$ cat config.mk
export PLATFORM = sky130hd
export DESIGN_NAME = button_event_decoder
export DESIGN_NICKNAME = d
export VERILOG_FILES = /design/src/rtl/button_event_decoder.sv
export SDC_FILE = /design/constraint.sdc
export NUM_CORES = 1
export LEC_CHECK = 0
export CAP_MARGIN = 0
export CORE_ASPECT_RATIO = 0.9
export CORE_UTILIZATION = 49
export DETAILED_ROUTE_END_ITERATION = 7
export PLACE_DENSITY_LB_ADDON = 0.15
export SYNTH_ARGS = -nofsm -noshare
export SYNTH_HDL_FRONTEND = slang
export SYNTH_SLANG_ARGS = --single-unit
$ cat constraint.sdc
create_clock -name clk -period 5.6 [get_ports clk]
set_clock_uncertainty 0.2 [all_clocks]
set_input_delay 1.12 -clock clk [delete_from_list [all_inputs] [get_ports clk]]
set_output_delay 1.12 -clock clk [all_outputs]
set_load 0.02 [all_outputs]
$ cat src/rtl/button_event_decoder.sv
// Purpose: turns a debounced button level into press/release/short/long/repeat pulses plus held level and a press counter.
// Latency: every output is registered and reacts exactly one clock after the input sample that causes it.
// Backpressure: none; pulses are single-cycle and are not stalled, so consumers must sample them every cycle.
module button_event_decoder #(
   parameter int LONG_TICKS   = 1000,
   parameter int REPEAT_TICKS = 200,
   parameter int COUNT_W      = 8
) (
   input  logic               clk,
   input  logic               rst,
   input  logic               debounced_in,
   output logic               press_pulse,
   output logic               release_pulse,
   output logic               short_pulse,
   output logic               long_pulse,
   output logic               repeat_pulse,
   output logic               held,
   output logic [COUNT_W-1:0] press_count
);

   localparam int MAX_TICKS = (LONG_TICKS > REPEAT_TICKS) ? LONG_TICKS : REPEAT_TICKS;
   localparam int CW        = $clog2(MAX_TICKS) + 1;

   // Terminal counts: counter restarts at 0 on every state change, so tick N of a phase sees N-1.
   localparam logic [CW-1:0] LONG_TC   = CW'(LONG_TICKS - 1);
   localparam logic [CW-1:0] REPEAT_TC = CW'(REPEAT_TICKS - 1);

   typedef enum logic [1:0] {
      S_IDLE    = 2'd0,
      S_PRESSED = 2'd1,
      S_REPEAT  = 2'd2
   } state_t;

   state_t             state_q, state_d;
   logic [CW-1:0]      cnt_q, cnt_d;
   logic               press_q, press_d;
   logic               release_q, release_d;
   logic               short_q, short_d;
   logic               long_q, long_d;
   logic               repeat_q, repeat_d;
   logic               held_q, held_d;
   logic [COUNT_W-1:0] press_count_q, press_count_d;

   // Next-state and next-output logic; pulses default low so each lasts a single cycle.
   always_comb begin
      state_d       = state_q;
      cnt_d         = cnt_q;
      press_d       = 1'b0;
      release_d     = 1'b0;
      short_d       = 1'b0;
      long_d        = 1'b0;
      repeat_d      = 1'b0;
      held_d        = held_q;
      press_count_d = press_count_q;

      case (state_q)
         S_IDLE: begin
            held_d = 1'b0;
            if (debounced_in) begin
               state_d       = S_PRESSED;
               press_d       = 1'b1;
               held_d        = 1'b1;
               cnt_d         = '0;
               press_count_d = press_count_q + 1'b1;
            end
         end
         S_PRESSED: begin
            if (!debounced_in) begin
               // Release has priority over reaching the long-press terminal count.
               state_d   = S_IDLE;
               release_d = 1'b1;
               short_d   = 1'b1;
               held_d    = 1'b0;
            end else if (cnt_q == LONG_TC) begin
               state_d = S_REPEAT;
               long_d  = 1'b1;
               cnt_d   = '0;
            end else begin
               cnt_d = cnt_q + 1'b1;
            end
         end
         S_REPEAT: begin
            if (!debounced_in) begin
               // A release after a long press is never a short click.
               state_d   = S_IDLE;
               release_d = 1'b1;
               held_d    = 1'b0;
            end else if (cnt_q == REPEAT_TC) begin
               repeat_d = 1'b1;
               cnt_d    = '0;
            end else begin
               cnt_d = cnt_q + 1'b1;
            end
         end
         default: begin
            // Unused encoding: recover to idle quietly.
            state_d = S_IDLE;
            cnt_d   = '0;
            held_d  = 1'b0;
         end
      endcase
   end

   // State and output registers; reset clears everything without a clock and emits no release.
   always_ff @(posedge clk or negedge rst) begin
      if (!rst) begin
         state_q       <= S_IDLE;
         cnt_q         <= '0;
         press_q       <= 1'b0;
         release_q     <= 1'b0;
         short_q       <= 1'b0;
         long_q        <= 1'b0;
         repeat_q      <= 1'b0;
         held_q        <= 1'b0;
         press_count_q <= '0;
      end else begin
         state_q       <= state_d;
         cnt_q         <= cnt_d;
         press_q       <= press_d;
         release_q     <= release_d;
         short_q       <= short_d;
         long_q        <= long_d;
         repeat_q      <= repeat_d;
         held_q        <= held_d;
         press_count_q <= press_count_d;
      end
   end

   assign press_pulse   = press_q;
   assign release_pulse = release_q;
   assign short_pulse   = short_q;
   assign long_pulse    = long_q;
   assign repeat_pulse  = repeat_q;
   assign held          = held_q;
   assign press_count   = press_count_q;

endmodule

# Word level (Yosys, flattened, before mapping)
# Index checks and enable logic that the tools add are counted.
dict set report word_totals {
  ff_bits 27
  elab_cells 50
  output_inout_bits 14
  inputBits 3
}
dict set report op_classes {
  n_addsub 2
  eq_ne 10
  n_mux 24
  n_reduce_logical 5
}
# cell n
set op_table {}
lappend op_table {{$mux W11} 5}
lappend op_table {{$pmux W11 S3} 1}
lappend op_table {{$mux W1} 12}
lappend op_table {{$add A11 B1 Y11 const B} 1}
lappend op_table {{$eq A11 B10 Y1 const B} 1}
lappend op_table {{$eq A11 B8 Y1 const B} 1}
lappend op_table {{$ne A2 B2 Y1 const B} 5}
lappend op_table {{$add A8 B1 Y8 const B} 1}
lappend op_table {{$mux W2} 4}
lappend op_table {{$pmux W2 S3} 1}
lappend op_table {{$reduce_and A3 Y1} 2}
lappend op_table {{$ne A3 B3 Y1 const B} 1}
lappend op_table {{$eq A2 B1 Y1 const B} 1}
lappend op_table {{$eq A2 B2 Y1 const B} 1}
lappend op_table {{$logic_not A2 Y1} 1}
lappend op_table {{$pmux W1 S2} 1}
lappend op_table {{$reduce_and A2 Y1} 1}
lappend op_table {{$reduce_or A2 Y1} 1}

# Logic depth before layout (Yosys ltp)
# Gate-level depths: netlist of the first run.
dict set report logic_depth {
  word_depth 4
  ltp_mapped 7
  depth_no_buf 7
}

# Least setup slack after synthesis of the first run
# OpenSTA, ideal clock, no wires.
dict set report synth_timing {
  path_kind {input to register}
  from {input port debounced_in}
  to {register press_count_q[5], in the netlist press_count[5]}
  t_required_ns 5.271
  setup_ns 0.129
  path_stages 6
  arrival_time_ns 2.093
  n_path_buf 2
  slack_ns 3.177
  cell_sequence {clkbuf_2 -> and2_1 -> clkbuf_1 -> and4_1 -> nand3_1 -> xnor2_1}
}
dict set report synth_via {
  elab_chain_len 1
}
# item line
set synth_rtl {}
lappend synth_rtl {{from (decl)} 11} ;# input logic debounced_in,
lappend synth_rtl {{$reduce_and A2 Y1 (no source line)} -}
lappend synth_rtl {{to (signal assigned)} 125} ;# press_count_q <= press_count_d;
lappend synth_rtl {{to (decl)} 42} ;# logic [COUNT_W-1:0] press_count_q, press_count_d;
# Every way passes these cells.
# A chain may end at the register's enable or synchronous reset.

# Final worst setup path of the first run
dict set report layout_timing {
  from {register press_count_q[0], in the netlist press_count[0]}
  to {output port press_count[0]}
}
# item line
set layout_rtl {}
lappend layout_rtl {{to (decl)} 18} ;# output logic [COUNT_W-1:0] press_count
# No word-level cell between the ends.

==> summary.md, run 1 <==
| Metric | Value |
|---|---|
| Status | complete, but fails checks |
| Violations in the final reports | DRC |
| Hold_buf cts | 0 |
| Net Count, Synth | approximately 140 |
| Worst-path fanout max | 4 |
| Worst vdd ir | 0.000276 V |
| Via count of the routed design | ~1,000 |
| Routability cong. | between 0.7 and 0.8 |
| Post-layout power | approximately 0.0006 W |
| Drt initial violations | 29 |
| Seq/Total Area, Yosys | between 40% and 50% |
| Worst-path cell chain | clkdlybuf4s50_1 |
| Std-Cell Core Area | 0.00253 mm² |
| DR WL/cell | about 15 µm |
| Source of the worst register-to-register timing path | cnt_q[0]$_DFFE_PN0P_ |
| Cts bufs inserted | 3 |
| Post-CTS setup-driven buffer insertion count | 0 |
| First-pass GRT wire length | about 4600 µm |
| Share of async-settable or async-resettable flops after synthesis | 100% |
| Clock network power share | between 10% and 20% |
| Routed Wire Length | between 2000 and 3000 µm |
| Layout overhead on the synthesized area | 15.1% |
| Via count of the first global-routing pass | between 900 and 1,000 |
| Element type at the critical path start | flip-flop |
| Die outline width | ~58 µm |
| CTS clock-pin slew for the worst setup and hold paths | 0.13 ns |
| Category of the worst setup path capture point | output pin |
| Simple-gate portion of the synthesized area | between 20% and 30% |
| Half-perimeter wire length after placement | ~1900 µm |
| Switching power of the nets | 0.000226 W |
| Register-to-register path setup slack | about 3.0 ns |
| CTS tree | built |
| Data arrival, critical path | about 1.4 ns |
| Part of the cycle the worst path needs | 48.5% |
| Area fraction in compound gates after synthesis | approximately an eighth |
| Unrepaired setup endpoints after global routing | no |
| Most instantiated cells after synthesis | 27 x sky130_fd_sc_hd__dfrtp_1, 13 x sky130_fd_sc_hd__nand2_1, 9 x sky130_fd_sc_hd__nor2_1 |
| Synth Register Bits | 27 |
| N_diodes | 0 |
| P_leak | slightly above 0.7 nW |
| Total iterations of the first detailed-routing run | 6 |
| Fin Hold WS | between 0.3 and 0.4 ns |
| Endpoints failing setup | 0 |
| Slowest cell on crit path | sky130_fd_sc_hd__clkdlybuf4s50_1 |
| Port buffer count | 16 |
| Nets | roughly 160 |
| Met3 track utilization from global routing | approximately 4.7% |
| Clock Sinks | 27 |
| H-tree levels | 1 |
| Slew at the pin closest to its max-slew limit | approximately 0.56 ns |
| Cell taking the most area after synthesis | sky130_fd_sc_hd__dfrtp_1 |
| Most used flip-flop cell after synthesis | sky130_fd_sc_hd__dfrtp_1 |
| Peak clock frequency supported by timing | about 370 MHz |
| Adder-Cell Fraction of Synth Area | 4.60% |
| Number of resized instances in the post-cts repair step | 0 |
| Post-synth EDFFs | 0 |
| Fraction of layout cells with a size suffix above 1 | a little under a tenth |
| Average via count per standard cell | approximately 5.7 |
| Largest family of logic cells by synthesized area | simple AND/OR/NAND/NOR gates |
| Utilization after layout | 61.8% |
| Standard-cell row count | 17 |
| GR Util All Layers | 20.5% |
| Final worst path period need | 2.72 ns |
| Family with the most delay on the worst path | buffers and inverters |
| Detail Route Antenna Nets | 0 |
| Worst reg-to-reg path cell count | 6 |
| Average footprint of a synthesized cell | between 10 and 15 µm² |
| R2R Path End | cnt_q[4]$_DFFE_PN0P_ |
| Grt ovf | 0 |
| Synthesized instance count | 130 |
| Initial cell density of the core | between 50% and 60% |
| Total number of cells along the worst setup path | 1 |
| Final slew viol count | 0 |
| Sequential share of power | 44.4% |
| Multiplexer fraction of the synthesized cell area | 2.39% |
| Yosys Warn Count | 0 |
| Rel. slew slack | 62.7% |
| Largest net degree at the start of global routing | 28 |
| Drc violations | 1 |
| Critical path startpoint | press_count[0]$_DFFE_PN0P_ |
| Leading post-synthesis cells by cell area | sky130_fd_sc_hd__dfrtp_1 50%, sky130_fd_sc_hd__ha_1 4.6%, sky130_fd_sc_hd__a22o_1 3.9% |
| Critical path's largest stage delay | about 0.64 ns |
| Design internal power | 0.000372 W |
| Share of the synthesized netlist area taken by xor and xnor gates | around 4.5% |
| Switching part of the total power | 37.8% |
| Total count of hold-check failures in the final report | 0 |
| Timing endpoint of the critical path | press_count[0] |
| Most numerous cell in the Yosys netlist | sky130_fd_sc_hd__dfrtp_1 |
| Met1 global-route usage | around a quarter |
| Number of primary I/O pins | 17 |
| Number of antenna violations at the first check in global routing | 0 |
| Layer carrying the most global-route usage | met2 |
| Die area | 0.00299 mm² |
| Cell variety after synth | 38 |
| Worst Hold Class | reg -> reg |
| Final total negative setup slack | 0 ns |
| Number of maximum-capacitance violations | 0 |
| Worst-Skew Late Latency | 0.32 ns |
| Root buffer cell | sky130_fd_sc_hd__clkbuf_4 |
| Worst path required time | between 4 and 5 ns |
| Filler Cell Count | 212 |
| Portion of total power attributed to combinational logic | 41.6% |
| Buffers and inverters on the worst path | 1 |
| Area share of the largest cell type after synthesis | between 40% and 50% |
| Grt met2 use | between 30% and 40% |
| Mapped cell area | about 0.0014 mm² |
| Pwr Density | ~380 mW/mm² |
| Chip Height | ~52 µm |
| Path type of the worst setup path | reg -> out |
| Buffer levels on the longest clock path | 2 |
[metal layers]
metal | up-vias | routed length [µm]
li1 | 497 | -
met1 | 481 | 1240
met2 | 26 | 1230
met3 | 2 | 106
met4 | 0 | 17
met5 | - | 0
[worst register-to-register path, stage by stage (launching register included)]
cell,delay (ns)
sky130_fd_sc_hd__dfrtp_1,0.43
sky130_fd_sc_hd__ha_1,0.23
sky130_fd_sc_hd__and4bb_2,0.25
sky130_fd_sc_hd__nand4b_1,0.22
sky130_fd_sc_hd__a32oi_2,0.55
sky130_fd_sc_hd__nor2_1,0.27
sky130_fd_sc_hd__a221o_1,0.36
[worst min-delay path by stage]
stage                                          start                         end  slack (ns)  cells after the start
after floorplan                cnt_q[10]$_DFFE_PN0P_       cnt_q[10]$_DFFE_PN0P_        0.28                      1
after global placement    press_count[7]$_DFFE_PN0P_  press_count[7]$_DFFE_PN0P_        0.26                      1
after detailed placement  press_count[5]$_DFFE_PN0P_  press_count[5]$_DFFE_PN0P_        0.29                      1
after CTS                 press_count[5]$_DFFE_PN0P_  press_count[5]$_DFFE_PN0P_        0.31                      1
after global routing      press_count[5]$_DFFE_PN0P_  press_count[5]$_DFFE_PN0P_        0.35                      1
final                     press_count[5]$_DFFE_PN0P_  press_count[5]$_DFFE_PN0P_        0.31                      1
[cells in the final DEF (no fill, tap or decap), drive strengths merged, types with 2 or more instances in the layout]
cell type	n
o21ai	10
ha	5
and4	3
a21o	2
dfrtp	27
a21oi	2
clkbuf	4
nand2	14
a22o	6
and2	4
nor3	4
and3	4
inv	5
nand4b	2
clkdlybuf4s50	16
nor2b	4
o31ai	2
xor2	2
nand3	3
mux2	2
xnor2	5
nor2	9
nor4b	2
[area by class of cell]
type	count	area (µm²)	area share [%]
clock buffer	4	26.3	1.68
inverter	5	18.8	1.20
multi-input combinational	94	641	41.0
sequential	27	676	43.2
tap	28	35.0	2.24
timing repair buffer	17	168	10.7
[power by group through the flow]
stage               sequential (W)  combinational, W  clock (W)
floorplan                 0.000302          0.000125          0
global placement          0.000266          0.000240          0
detailed placement        0.000269          0.000250          0
CTS                       0.000266          0.000251  0.0000897
global route              0.000271          0.000277  0.0000958
finish                    0.000266          0.000249  0.0000833
[flip-flops by register name (all words and copies together), names as in the netlist]
| signal | flops |
|---|---|
| held | 1 |
| press_pulse | 1 |
| cnt_q | 11 |
| repeat_pulse | 1 |
| short_pulse | 1 |
| state_q | 2 |
| release_pulse | 1 |
| long_pulse | 1 |
| press_count | 8 |
[per-stage QoR]
| step | cells | area [µm²] | setup WS, ns |
|---|---|---|---|
| after floorplan | 130 | 1360 | 3.18 |
| after global placement | 171 | 1540 | 2.68 |
| after detailed placement | 171 | 1540 | 2.61 |
| after CTS | 175 | 1560 | 2.86 |
| after global routing | 175 | 1560 | 2.80 |
| final | 175 | 1560 | 2.88 |
[cells by family after synthesis]
logic type / after synthesis
AND/OR/NAND/NOR: 54
flip-flops: 27
AO/OA/AOI/OAI: 25
buffers and inverters: 9
XOR/XNOR: 7
adder cells (fa/ha/maj): 5
multiplexers: 3
Note: power is estimated with default switching activity, not from simulation.
==> inputs of run 2 (changes only) <==
Clock period 5.6 ns to 2.7 ns, I/O delays scaled along.
==> run 2 against run 1 <==
  * The flow now finishes without violations
  * Final cell count rose by 1.1%
  * Total power rose by 110%
  * Non-clock buffer count rose by 2
  * Via count rose by 0.89%
  * First-iteration DRC count rose by 28%
  * Critical path depth rose by 5
  * Hold slack got worse by 0.023 ns
  * Sequential power rose by 110%
  * Critical endpoint is now cnt_q[0]$_DFFE_PN0P_
  * Register-to-register slack got worse by 2.5 ns
  * Count of clock-buffer cells in the layout fell by 1
  * Largest power group unchanged
  * Clock power rose by 120%
==> summary.md, run 2 (synthesis results as in run 1) <==
| Metric | Value |
|---|---|
| Clock network power share | 14.4% (was 13.9%) |
| Path type of the worst setup path | reg -> reg (was reg -> out) |
| Switching power of the nets | 0.000479 W (was 0.000226 W) |
| Peak clock frequency supported by timing | 457 MHz |
| Design internal power | 0.000781 W (was 0.000372 W) |
| Final slew viol count | 0 (unchanged) |
| Worst vdd ir | 0.000659 V (was 0.000276 V) |
| Filler Cell Count | 193 (was 212) |
| Grt ovf | 0 (unchanged) |
| Endpoints failing setup | 0 (unchanged) |
| CTS clock-pin slew for the worst setup and hold paths | 0.15 ns (was 0.13 ns) |
| Worst setup slack after placement | 0.375 ns (was 2.61 ns) |
| Total iterations of the first detailed-routing run | 6 (unchanged) |
| Fraction of layout cells with a size suffix above 1 | 11.4% (was 9.52%) |
| Initial cell density of the core | 53.7% (unchanged) |
| First-pass GRT wire length | 4310 µm (was 4560 µm) |
| Placed Area | 0.00155 mm² (was 0.00154 mm²) |
| Unrepaired setup endpoints after global routing | no (unchanged) |
| Largest net degree at the start of global routing | 28 (unchanged) |
| Total count of hold-check failures in the final report | 0 (unchanged) |
| Switching part of the total power | 38.0% (was 37.8%) |
| Standard-cell row count | 17 (unchanged) |
| Number of primary I/O pins | 17 (unchanged) |
| Worst path required time | 2.79 ns (was 4.28 ns) |
| GR Util All Layers | 19.6% (was 20.5%) |
| Post-CTS setup-driven buffer insertion count | 0 (unchanged) |
| Chip Height | 52.0 µm (unchanged) |
| Number of antenna violations at the first check in global routing | 0 (unchanged) |
| Number of flip-flops in the largest register | 11 (unchanged) |
| Worst-path cell chain | ha_1 > and4bb_2 > nand4b_1 > a32oi_2 > nor2_1 > mux2_2 (was clkdlybuf4s50_1) |
| Half-perimeter wire length after placement | 1780 µm (was 1860 µm) |
| Worst Hold Class | reg -> reg (unchanged) |
| Routed Wire Length | 2570 µm (was 2600 µm) |
| Number of resized instances in the post-cts repair step | 0 (unchanged) |
| Buffer levels on the longest clock path | 2 (unchanged) |
| Category of the worst setup path capture point | flip-flop (was output pin) |
| Data arrival, critical path | 2.28 ns (was 1.40 ns) |
| Part of the cycle the worst path needs | roughly four fifths |
| Commonest non-fill, non-tap cells in the layout | 27 x sky130_fd_sc_hd__dfrtp_1, 16 x sky130_fd_sc_hd__clkdlybuf4s50_1, 13 x sky130_fd_sc_hd__nand2_1, 9 x sky130_fd_sc_hd__nor2_1 (unchanged) |
| Element type at the critical path start | flip-flop (unchanged) |
| Drc violations | 0 (was 1) |
| Setup slack after layout | 0.510 ns (was 2.88 ns) |
| P_leak | 0.719 nW (was 0.707 nW) |
| Sequential share of power | 43.7% (was 44.4%) |
| Clock Sinks | 27 (unchanged) |
| Rel. slew slack | 61.8% (was 62.7%) |
| Pwr Density | 798 mW/mm² (was 382 mW/mm²) |
| Worst-Skew Late Latency | 0.33 ns (was 0.32 ns) |
| Worst-path fanout max | 8 (was 4) |
| Average via count per standard cell | 5.73 (was 5.75) |
| CTS tree | built (unchanged) |
| Die outline width | 57.5 µm (unchanged) |
| Cts bufs inserted | 3 (unchanged) |
| Hold_buf cts | 0 (unchanged) |
| Std-Cell Core Area | 0.00253 mm² (unchanged) |
| Source of the worst register-to-register timing path | cnt_q[0]$_DFFE_PN0P_ (unchanged) |
| Die area | 0.00299 mm² (unchanged) |
| Via count of the routed design | 1,015 (was 1,006) |
| Final worst path period need | 2.19 ns |
| N_diodes | 0 (unchanged) |
| Startpoint of the worst hold path | press_count[7]$_DFFE_PN0P_ (was press_count[5]$_DFFE_PN0P_) |
| Detail Route Antenna Nets | 0 (unchanged) |
| Slowest cell on crit path | sky130_fd_sc_hd__nor2_1 (was sky130_fd_sc_hd__clkdlybuf4s50_1) |
| Routability cong. | 0.771 (was 0.745) |
| Nets | 158 (was 156) |
| Critical path startpoint | cnt_q[0]$_DFFE_PN0P_ (was press_count[0]$_DFFE_PN0P_) |
| H-tree levels | 1 (unchanged) |
| DR WL/cell | 14.5 µm (was 14.8 µm) |
| Register with the most flip-flops | cnt_q (unchanged) |
| Post-Layout Inst Area | 0.00158 mm² (was 0.00156 mm²) |
| Critical path's largest stage delay | 0.46 ns (was 0.64 ns) |
| Final total negative setup slack | 0 ns (unchanged) |
| Portion of total power attributed to combinational logic | 41.9% (was 41.6%) |
| Drt initial violations | 37 (was 29) |
| Number of maximum-capacitance violations | 0 (unchanged) |
| Leading cell type in the layout, fill and taps excluded | sky130_fd_sc_hd__dfrtp_1 (unchanged) |
| Root buffer cell | sky130_fd_sc_hd__clkbuf_4 (unchanged) |
| Via count of the first global-routing pass | 931 (was 988) |
| Layout overhead on the synthesized area | 16.3% (was 15.1%) |
| Port buffer count | 16 (unchanged) |
| Status | finished, final reports clean (was complete, but fails checks) |
| Slew at the pin closest to its max-slew limit | 0.572 ns (was 0.560 ns) |
run 2: layout make-up:
class | instances | area, µm² | share of cell area (%)
Sequential cell | 27 | 676 | 42.8
Multi-Input combinational cell | 94 | 641 | 40.5
Clock inverter | 1 | 5.00 | 0.317
Inverter | 5 | 18.8 | 1.19
Clock buffer | 3 | 22.5 | 1.43
Timing Repair Buffer | 19 | 183 | 11.6
Tap cell | 28 | 35.0 | 2.22
run 2: final timing paths:
path / end / cells after the start / slack, ns
hold / removal: press_count[7]$_DFFE_PN0P_ / 1 / 0.28
hold reg to reg: press_count[7]$_DFFE_PN0P_ / 1 / 0.28
setup / recovery: cnt_q[0]$_DFFE_PN0P_ / 6 / 0.51
setup reg to reg: cnt_q[0]$_DFFE_PN0P_ / 6 / 0.51
min in group asynchronous: cnt_q[0]$_DFFE_PN0P_ / 2 / 0.35
max in group asynchronous: held$_DFFE_PN0P_ / 2 / 1.69
run 2: power groups by stage:
stage	logic, W	registers (W)	clock network [W]
floorplan	0.000259	0.000627	0
global placement	0.000517	0.000555	0
detailed placement	0.000527	0.000559	0
CTS	0.000531	0.000551	0.000190
global route	0.000578	0.000564	0.000203
finish	0.000528	0.000551	0.000181
run 2: worst max-delay path, delay by kind of cell (launching register included):
kind | cells | cell delay [ns]
compound gates | 1 | 0.09
simple gates | 3 | 0.91
flops | 1 | 0.44
fa+ha+maj | 1 | 0.24
mux | 1 | 0.27
run 2: layer usage:
layer | global-route usage [%] | wire (µm) | share of wire (%)
met3 | 5.47 | 111 | 4.3
met1 | 25.7 | 1260 | 49
met5 | 0 | 0 | 0
met2 | 31.2 | 1180 | 46
met4 | 6.50 | 17 | 0.66
run 2: per-stage QoR:
| step | util (%) | hold slack, ns | total power, W | instances |
|---|---|---|---|---|
| 4_1_cts | 62.4 | 0.290 | 0.00127 | 177 |
| 5_1_grt | 62.4 | 0.322 | 0.00134 | 177 |
| 6_report | 62.4 | 0.285 | 0.00126 | 177 |
| 3_3_place_gp | 61.3 | 0.269 | 0.00107 | 173 |
| 2_1_floorplan | - | 0.0444 | 0.000886 | 130 |
| 3_5_place_dp | 61.3 | 0.270 | 0.00109 | 173 |
==> inputs of run 3 (changes only) <==
Clock period 2.7 ns to 2.2 ns, I/O delays scaled along.
==> run 3 against run 2 <==
  * The run now ends with DRC left
  * Count of clock-buffer cells in the layout unchanged
  * Total power increased by 25%
  * First-iteration DRC count decreased by 41%
  * Non-clock buffer count increased by 8
  * Core utilization increased by 2.7 points
  * Die area unchanged
  * Fmax increased by 2.9%
  * Final cell count increased by 4.5%
  * Setup slack got worse by 0.44 ns
  * Global-route usage increased by 0.50 points
==> summary.md, run 3 (synthesis results as in run 1) <==
| Metric | Value |
|---|---|
| Number of antenna violations at the first check in global routing | 0 (unchanged) |
| H-tree levels | 1 (unchanged) |
| Cts bufs inserted | 3 (unchanged) |
| Number of primary I/O pins | 17 (unchanged) |
| Via count of the routed design | 1,075 (was 1,015) |
| Endpoints failing setup | 0 (unchanged) |
| Post-Layout Inst Area | 0.00165 mm² (was 0.00158 mm²) |
| Clock Sinks | 27 (unchanged) |
| Drc violations | 1 (was 0) |
| Violations in the final reports | DRC |
| Commonest non-fill, non-tap cells in the layout | 27 x sky130_fd_sc_hd__dfrtp_1, 16 x sky130_fd_sc_hd__clkdlybuf4s50_1, 13 x sky130_fd_sc_hd__nand2_1, 10 x sky130_fd_sc_hd__buf_4, 8 x sky130_fd_sc_hd__nor2_1 (was 27 x sky130_fd_sc_hd__dfrtp_1, 16 x sky130_fd_sc_hd__clkdlybuf4s50_1, 13 x sky130_fd_sc_hd__nand2_1, 9 x sky130_fd_sc_hd__nor2_1) |
| Leading cell type in the layout, fill and taps excluded | sky130_fd_sc_hd__dfrtp_1 (unchanged) |
| Standard-cell row count | 17 (unchanged) |
| Worst Hold Class | in -> async (was reg -> reg) |
| Port buffer count | 16 (unchanged) |
| Rel. slew slack | 77.4% (was 61.8%) |
| Root buffer cell | sky130_fd_sc_hd__clkbuf_4 (unchanged) |
| Worst path required time | 2.22 ns (was 2.79 ns) |
| P_leak | 0.758 nW (was 0.719 nW) |
| Path type of the worst setup path | reg -> reg (unchanged) |
| Nets | 166 (was 158) |
| Total iterations of the first detailed-routing run | 8 (was 6) |
| Worst-path fanout max | 11 (was 8) |
| N_diodes | 0 (unchanged) |
| Largest net degree at the start of global routing | 28 (unchanged) |
| Switching power of the nets | 0.000591 W (was 0.000479 W) |
| Part of the cycle the worst path needs | 96.8% (was 81.1%) |
| Detail Route Antenna Nets | 0 (unchanged) |
| Design internal power | 0.000986 W (was 0.000781 W) |
| Clock network power share | 13.2% (was 14.4%) |
| Half-perimeter wire length after placement | 1930 µm (was 1780 µm) |
| Post-layout power | 0.00158 W (was 0.00126 W) |
| Hold_buf cts | 0 (unchanged) |
| Category of the worst setup path capture point | flip-flop (unchanged) |
| Placed Area | 0.00161 mm² (was 0.00155 mm²) |
| Buffer levels on the longest clock path | 2 (unchanged) |
| Final slew viol count | 0 (unchanged) |
| Chip Height | 52.0 µm (unchanged) |
| Final worst path period need | 2.13 ns (was 2.19 ns) |
| Routed Wire Length | 2680 µm (was 2570 µm) |
| CTS tree | built (unchanged) |
| Sequential share of power | 42.7% (was 43.7%) |
| CTS clock-pin slew for the worst setup and hold paths | 0.14 ns (was 0.15 ns) |
| Via count of the first global-routing pass | 1,042 (was 931) |
| Routability cong. | 0.857 (was 0.771) |
| Switching part of the total power | 37.5% (was 38.0%) |
| Drt initial violations | 22 (was 37) |
| Number of maximum-capacitance violations | 0 (unchanged) |
| Final total negative setup slack | 0 ns (unchanged) |
| Status | complete, but fails checks (was finished, final reports clean) |
| Register with the most flip-flops | cnt_q (unchanged) |
| Portion of total power attributed to combinational logic | 44.2% (was 41.9%) |
| Layout overhead on the synthesized area | 21.4% (was 16.3%) |
| Die area | 0.00299 mm² (unchanged) |
| Register-to-register path setup slack | 0.07 ns (was 0.51 ns) |
| Fraction of layout cells with a size suffix above 1 | 17.2% (was 11.4%) |
| Grt ovf | 0 (unchanged) |
| DR WL/cell | 14.5 µm (about the same) |
| Element type at the critical path start | flip-flop (unchanged) |
| Average via count per standard cell | 5.81 (was 5.73) |
| Std-Cell Core Area | 0.00253 mm² (unchanged) |
| Peak clock frequency supported by timing | 470 MHz (was 457 MHz) |
| First-pass GRT wire length | 4500 µm (was 4310 µm) |
| Data arrival, critical path | 2.15 ns (was 2.28 ns) |
| GR Util All Layers | 20.1% (was 19.6%) |
| Pwr Density | 956 mW/mm² (was 798 mW/mm²) |
| Worst vdd ir | 0.000735 V (was 0.000659 V) |
| Filler Cell Count | 196 (was 193) |
| Slew at the pin closest to its max-slew limit | 0.339 ns (was 0.572 ns) |
| Total count of hold-check failures in the final report | 0 (unchanged) |
| Die outline width | 57.5 µm (unchanged) |
| Initial cell density of the core | 53.7% (unchanged) |
| Worst-Skew Late Latency | 0.32 ns (was 0.33 ns) |
| Number of flip-flops in the largest register | 11 (unchanged) |
-- run 3: cell count changes in the layout (fill, tap and decap cells not counted) --
cell	delta
sky130_fd_sc_hd__ha_2	+1
sky130_fd_sc_hd__buf_6	+1
sky130_fd_sc_hd__nor2_1	-1
sky130_fd_sc_hd__buf_4	+7
sky130_fd_sc_hd__ha_1	-1
sky130_fd_sc_hd__nor2_2	+1
-- run 3: cell type report --
type,instances,area (µm²),share of cell area [%]
tap,28,35.0,2.12
clock buffer,3,22.5,1.37
sequential,27,676,41.0
multi-input combinational,94,646,39.2
inverter,5,18.8,1.14
clock inverter,1,5.00,0.303
timing repair buffer,27,246,14.9
-- run 3: final timing paths --
kind,from,endpoint,cells past startpoint
setup / recovery,cnt_q[1]$_DFFE_PN0P_,cnt_q[4]$_DFFE_PN0P_,7
hold / removal,rst,cnt_q[7]$_DFFE_PN0P_,2
setup reg to reg,cnt_q[1]$_DFFE_PN0P_,cnt_q[4]$_DFFE_PN0P_,7
hold reg to reg,press_count[7]$_DFFE_PN0P_,press_count[7]$_DFFE_PN0P_,1
max in group asynchronous,rst,press_count[7]$_DFFE_PN0P_,2
min in group clk,press_count[7]$_DFFE_PN0P_,press_count[7]$_DFFE_PN0P_,1
-- run 3: power by group through the flow --
stage	combinational, W	clock [W]	sequential [W]
after floorplan	0.000318	0	0.000769
final	0.000696	0.000208	0.000673
after detailed placement	0.000690	0	0.000683
after global routing	0.000759	0.000238	0.000689
after global placement	0.000662	0	0.000675
after CTS	0.000693	0.000227	0.000674
-- run 3: worst max-delay path, stage by stage, from the launching register on --
cell	delay (ns)
sky130_fd_sc_hd__dfrtp_1	0.41
sky130_fd_sc_hd__ha_2	0.21
sky130_fd_sc_hd__and4bb_2	0.25
sky130_fd_sc_hd__nand4b_1	0.15
sky130_fd_sc_hd__a32oi_2	0.33
sky130_fd_sc_hd__buf_6	0.19
sky130_fd_sc_hd__nor2_1	0.05
sky130_fd_sc_hd__a221o_1	0.25
-- run 3: layer usage --
layer / up-vias / wire [µm] / track usage [%]
li1: 515 / - / -
met1: 519 / 1220 / 25.1
met2: 37 / 1300 / 35.1
met3: 4 / 141 / 4.48
met4: 0 / 16 / 5.28
met5: - / 0 / 0
-- run 3: per-stage QoR --
| step | instances | hold WS (ns) | setup slack, ns | utilization, % |
|---|---|---|---|---|
| 5_1_grt | 185 | 0.302 | -0.0156 | 65.2 |
| 2_1_floorplan | 130 | -0.0556 | 0.263 | - |
| 3_5_place_dp | 180 | 0.268 | 0.102 | 63.4 |
| 4_1_cts | 184 | 0.260 | 0.0840 | 64.5 |
| 3_3_place_gp | 180 | 0.260 | 0.184 | 63.4 |
| 6_report | 185 | 0.267 | 0.0713 | 65.2 |
-- run 3: repair_timing --
action / in CTS / in global routing
resized for setup: 0 / 3
setup buffers: 0 / 2
setup endpoints to repair: 0 / 8
